--- src/rtl/inst_prefetch_queue.sv ---
// Instruction prefetch queue: fetches sequential instruction words from a
// combinational instruction memory into a small circular buffer and presents
// them in program order to the IF stage. A redirect flushes the buffer and
// restarts fetch at a word-aligned address.
module inst_prefetch_queue #(
    parameter int          DEPTH     = 4,
    parameter logic [63:0] RESET_PC  = 64'h0,
    parameter int          WORD      = 64,
    parameter int          INST_SIZE = 32
) (
    input  logic                     clk,
    input  logic                     rst,
    output logic [WORD-1:0]          mem_addr,
    output logic                     mem_en,
    input  logic [INST_SIZE-1:0]     mem_inst,
    input  logic                     redirect,
    input  logic [WORD-1:0]          redirect_pc,
    output logic                     out_valid,
    output logic [INST_SIZE-1:0]     out_inst,
    output logic [WORD-1:0]          out_pc,
    input  logic                     out_ready,
    output logic [$clog2(DEPTH):0]   count
);

    localparam int PW = (DEPTH > 1) ? $clog2(DEPTH) : 1;
    localparam int CW = $clog2(DEPTH) + 1;
    localparam logic [CW-1:0] FULL = CW'(DEPTH);

    logic [WORD-1:0]      fetch_pc_q, fetch_pc_d;
    logic [PW-1:0]        head_q, head_d;
    logic [PW-1:0]        tail_q, tail_d;
    logic [CW-1:0]        count_q, count_d;
    logic [WORD-1:0]      buf_pc_q   [DEPTH];
    logic [INST_SIZE-1:0] buf_inst_q [DEPTH];
    logic                 push;
    logic                 pop;
    logic                 unused_pc_bits;

    // The two low redirect address bits are discarded by the word alignment.
    assign unused_pc_bits = ^redirect_pc[1:0];

    // Handshake decisions; redirect suppresses both push and pop, and the
    // queue never pushes while held in reset.
    always_comb begin
        pop  = (count_q != '0) && out_ready && !redirect;
        push = !rst && !redirect && ((count_q < FULL) || pop);
    end

    // Next-state computation for fetch address, pointers and occupancy.
    always_comb begin
        fetch_pc_d = fetch_pc_q;
        head_d     = head_q;
        tail_d     = tail_q;
        count_d    = count_q;
        if (redirect) begin
            fetch_pc_d = {redirect_pc[WORD-1:2], 2'b00};
            head_d     = '0;
            tail_d     = '0;
            count_d    = '0;
        end else begin
            if (push) begin
                tail_d     = tail_q + 1'b1;
                fetch_pc_d = fetch_pc_q + WORD'(4);
            end
            if (pop) begin
                head_d = head_q + 1'b1;
            end
            if (push && !pop) begin
                count_d = count_q + 1'b1;
            end else if (pop && !push) begin
                count_d = count_q - 1'b1;
            end
        end
    end

    // Control state with asynchronous reset.
    always_ff @(posedge clk or posedge rst) begin
        if (rst) begin
            fetch_pc_q <= WORD'(RESET_PC);
            head_q     <= '0;
            tail_q     <= '0;
            count_q    <= '0;
        end else begin
            fetch_pc_q <= fetch_pc_d;
            head_q     <= head_d;
            tail_q     <= tail_d;
            count_q    <= count_d;
        end
    end

    // Buffer storage holds data only; it is never reset because out_valid
    // masks any stale entry.
    always_ff @(posedge clk) begin
        if (push) begin
            buf_pc_q[tail_q]   <= fetch_pc_q;
            buf_inst_q[tail_q] <= mem_inst;
        end
    end

    // Outputs come only from registered state; an empty queue reads as zero.
    always_comb begin
        out_valid = (count_q != '0);
        out_pc    = out_valid ? buf_pc_q[head_q]   : '0;
        out_inst  = out_valid ? buf_inst_q[head_q] : '0;
        mem_addr  = fetch_pc_q;
        mem_en    = push;
        count     = count_q;
    end

endmodule

--- config.mk ---
export PLATFORM = sky130hd
export DESIGN_NAME = inst_prefetch_queue
export DESIGN_NICKNAME = d
export VERILOG_FILES = /design/src/rtl/inst_prefetch_queue.sv
export SDC_FILE = /design/constraint.sdc
export NUM_CORES = 1
export LEC_CHECK = 0
export CELL_PAD_IN_SITES_DETAIL_PLACEMENT = 0
export CELL_PAD_IN_SITES_GLOBAL_PLACEMENT = 1
export CORE_UTILIZATION = 46
export DETAILED_ROUTE_END_ITERATION = 12
export PLACE_DENSITY = 0.81
export RECOVER_POWER = 25
export SETUP_SLACK_MARGIN = 0.1
export SYNTH_ARGS = -nofsm -noshare
export SYNTH_HDL_FRONTEND = slang
export SYNTH_SLANG_ARGS = --single-unit
--- constraint.sdc ---
create_clock -name clk -period 5.1 [get_ports clk]
set_input_delay 0.51 -clock clk [delete_from_list [all_inputs] [get_ports clk]]
set_output_delay 0.51 -clock clk [all_outputs]
set_load 0.005 [all_outputs]
==> parameters.txt <==
Parameter                              Value

Run status
  Result of the run ... finished, final reports clean

Logic synthesis
  Area of the mapped netlist ... 18,600 um2
  Most used flip-flop cell after synthesis ... sky130_fd_sc_hd__edfxtp_1
  Cell variety after synth ... 59
  Async set-or-reset flop fraction in the synthesized netlist ... 15.5%
  Yosys reg bits ... 445
  Number of warnings printed during yosys synthesis ... 0
  Number of standard cells after synthesis ... 1,108
  Number of enable flip-flop cells after synthesis ... 376
  Average footprint of a synthesized cell ... 16.7 um2
  Largest cells by area after synthesis ... sky130_fd_sc_hd__edfxtp_1, sky130_fd_sc_hd__mux4_2, sky130_fd_sc_hd__dfrtp_1, sky130_fd_sc_hd__and2_1, sky130_fd_sc_hd__o21ai_0
  Post-synthesis sequential area ratio ... 70.2%
  Area share of the largest cell type after synthesis ... 60.9%
  Top cell type by total area after synthesis ... sky130_fd_sc_hd__edfxtp_1

Detailed routing
  Routed length per instance ... 22.5 um
  Length of the first detailed-routing pass in iterations ... 5
  Average vias per placed instance ... 5.60
  DRC marker count from the first detailed-route iteration ... 609
  Total wirelength of the detailed-routed design ... 43,700 um
  Overall via count from detail_route ... 10,853
  Final antenna-violating net count ... 0
  Drc violations ... 0

Floorplan
  Area of the core ... 39,700 um2
  Width of the chip ... 203 um
  Site Rows ... 73
  Die Area ... 41,100 um2
  Die height ... 203 um
  Starting density of the core ... 46.7%
  Count of boundary I/O pins ... 265

STA
  Final count of hold timing violations ... 0
  RSZ-0062 raised after global routing ... no
  Final-layout setup total negative slack ... 0 ps
  Share of the clock period used by the worst path after layout ... 73.4%
  Setup violators final ... 0
  Pin slew with the least headroom to its limit ... 1000 ps
  Relative slew slack ... 33.2%
  Worst Clk Skew ... 15.5 ps
  Final critical delay including setup and external delays ... 3740 ps
  Slew Viols, Final ... 0
  Maximum clock rate ... 267 MHz

Setup path
  Category of the worst setup path capture point ... output port
  Max FO, Critical Path ... 64
  Worst setup path category ... reg2out
  Arrival time worst endpoint ... 3230 ps
  Worst path cell trace ... buf_12 -> mux4_2 -> and2_1 -> clkdlybuf4s50_1
  Req. time, crit path ... 4590 ps
  Crit path max-delay cell type ... sky130_fd_sc_hd__dfrtp_4
  Critical path's largest stage delay ... 800 ps
  Worst setup SP type ... flop

Cells and area
  Total number of nets in the final design ... 1,483
  Diodes inserted ... 0
  Final non-filler cell total ... 1,939
  Fill cell total of the finished layout ... 3,047
  Fraction of final layout cells sized beyond drive strength 1 ... 14.7%
  Area overhead of the layout relative to synthesis ... 24.5%

Clock network
  Cell at the root of the clock tree ... sky130_fd_sc_hd__clkbuf_16
  Clock insertion delay at the later pin of the skew report ... 570 ps
  CTS sink cnt ... 445
  Total setup buffers inserted after CTS ... 0
  Clock tree from TritonCTS ... yes
  Number of buffers created by CTS ... 45
  Count of hold-fix buffers inserted at cts ... 0
  CTS H-tree lvls ... 2
  Number of gates resized after cts ... 0
  Clock-pin slew on the worst setup and hold paths ... 60 ps
  Max Root-Sink Buffers ... 3

Place
  Placed Cells ... 1,855
  Number of buffers inserted by port buffering ... 258
  Gp weighted congestion ... 0.789
  Half-perimeter wire length after placement ... 27,400 um

Global route
  Antenna violations before repair ... 0
  Total Routing Usage GR ... 21.8%
  Wire length of the first global-routing pass ... 67,000 um
  GRT overflow ... 0
  Largest net degree at the start of global routing ... 98
  Via count of the first global-routing pass ... 10,981

Pwr
  Worst-case vdd ir drop ... 0.271 mV
  Leakage power of the design ... 7.50 nW
  Power density cells ... 422 nW/um2

Hold path
  Worst hold path class ... in2reg

Run
  Max-cap viol count ... 0
==> through the flow <==
stage / hold slack [ps] / instance area [um2] / setup WS, ps / utilization (%) / total power (W)
floorplan: 526 / 18600 / 1170 / - / 0.00556
global placement: 557 / 21700 / 1520 / 54.7 / 0.00675
detailed placement: 570 / 21700 / 1490 / 54.7 / 0.00678
CTS: 403 / 23100 / 1220 / 58.1 / 0.00988
global route: 477 / 23100 / 1120 / 58.1 / 0.0102
finish: 421 / 23100 / 1360 / 58.1 / 0.00975
==> critical path: cells and delay by family, from the launching register on <==
family	cells	cell delay, ps
buffers and inverters	2	990
DFF	1	800
muxes	1	600
and+or+nand+nor	1	180
==> cell usage in the layout, fill, tap and decap left out, types with 23 or more instances in the layout <==
cell / instances
sky130_fd_sc_hd__xor2_1: 23
sky130_fd_sc_hd__and2_1: 97
sky130_fd_sc_hd__nor2_1: 45
sky130_fd_sc_hd__mux4_2: 94
sky130_fd_sc_hd__dfrtp_1: 67
sky130_fd_sc_hd__a31oi_1: 23
sky130_fd_sc_hd__clkdlybuf4s50_1: 225
sky130_fd_sc_hd__dlygate4sd3_1: 32
sky130_fd_sc_hd__clkbuf_16: 45
sky130_fd_sc_hd__edfxtp_1: 376
sky130_fd_sc_hd__o21ai_0: 48
sky130_fd_sc_hd__nand2_1: 62
sky130_fd_sc_hd__nand3_1: 36
sky130_fd_sc_hd__nand4_1: 30
==> power by group <==
group | switching [W] | leakage (nW) | internal, W
registers | 0.000230 | 4.23 | 0.00418
logic | 0.000925 | 2.60 | 0.00132
clock network | 0.00135 | 0.676 | 0.00174
==> per-layer routing <==
layer	track usage, %	vias up	part of all wire (%)
met5	0	-	0
met3	4.43	74	6.6
met4	7.84	0	2.9
met1	30.3	5531	43
met2	34.4	357	48
li1	-	4891	-
==> registers in the layout (all words and copies together) (netlist names) <==
signal	flops
mem_addr	62
tail_q	2
buf_inst_q	128
buf_pc_q	248
count	3
head_q	2
==> final cells by class <==
cell class	instances	area, um2	share of cell area [%]
timing repair buffer	280	2780	12.0
multi-input combinational	595	5220	22.6
tap	525	657	2.84
clock buffer	62	1220	5.28
clock inverter	22	163	0.704
sequential	445	13000	56.4
inverter	10	38.8	0.168
==> cell families after synthesis <==
| family | count (synthesis) | synth area share (%) |
|---|---|---|
| buf+inv | 71 | 1.86 |
| other cells | 1 | 0.0202 |
| flops | 445 | 70.2 |
| fa+ha+maj | 6 | 0.445 |
| simple gates | 351 | 11.0 |
| xor+xnor | 34 | 1.60 |
| compound gates | 103 | 3.33 |
| mux | 97 | 11.6 |
==> final timing paths <==
path                                    from           end  slack (ps)  depth (start not counted)
worst max-delay path               head_q[0]    out_pc[43]        1360                          4
worst min-delay path                redirect  mem_addr[42]         420                          5
worst max register to register  mem_addr[28]  mem_addr[59]        2180                          5
worst min register to register     tail_q[1]     tail_q[1]         570                          2
max in group asynchronous                rst     head_q[1]        3540                          4
min in group asynchronous                rst     head_q[0]         500                          3
==> synth_stat cells, types with 21 or more instances <==
| master | number |
|---|---|
| sky130_fd_sc_hd__edfxtp_1 | 376 |
| sky130_fd_sc_hd__and2_1 | 101 |
| sky130_fd_sc_hd__xor2_1 | 23 |
| sky130_fd_sc_hd__or3_1 | 21 |
| sky130_fd_sc_hd__nand3_1 | 36 |
| sky130_fd_sc_hd__o21ai_0 | 48 |
| sky130_fd_sc_hd__clkbuf_1 | 34 |
| sky130_fd_sc_hd__a31oi_1 | 23 |
| sky130_fd_sc_hd__nand2_1 | 62 |
| sky130_fd_sc_hd__dfrtp_1 | 69 |
| sky130_fd_sc_hd__nand4_1 | 30 |
| sky130_fd_sc_hd__nor2_1 | 45 |
| sky130_fd_sc_hd__mux4_2 | 94 |
(Power assumes the default switching activity.)
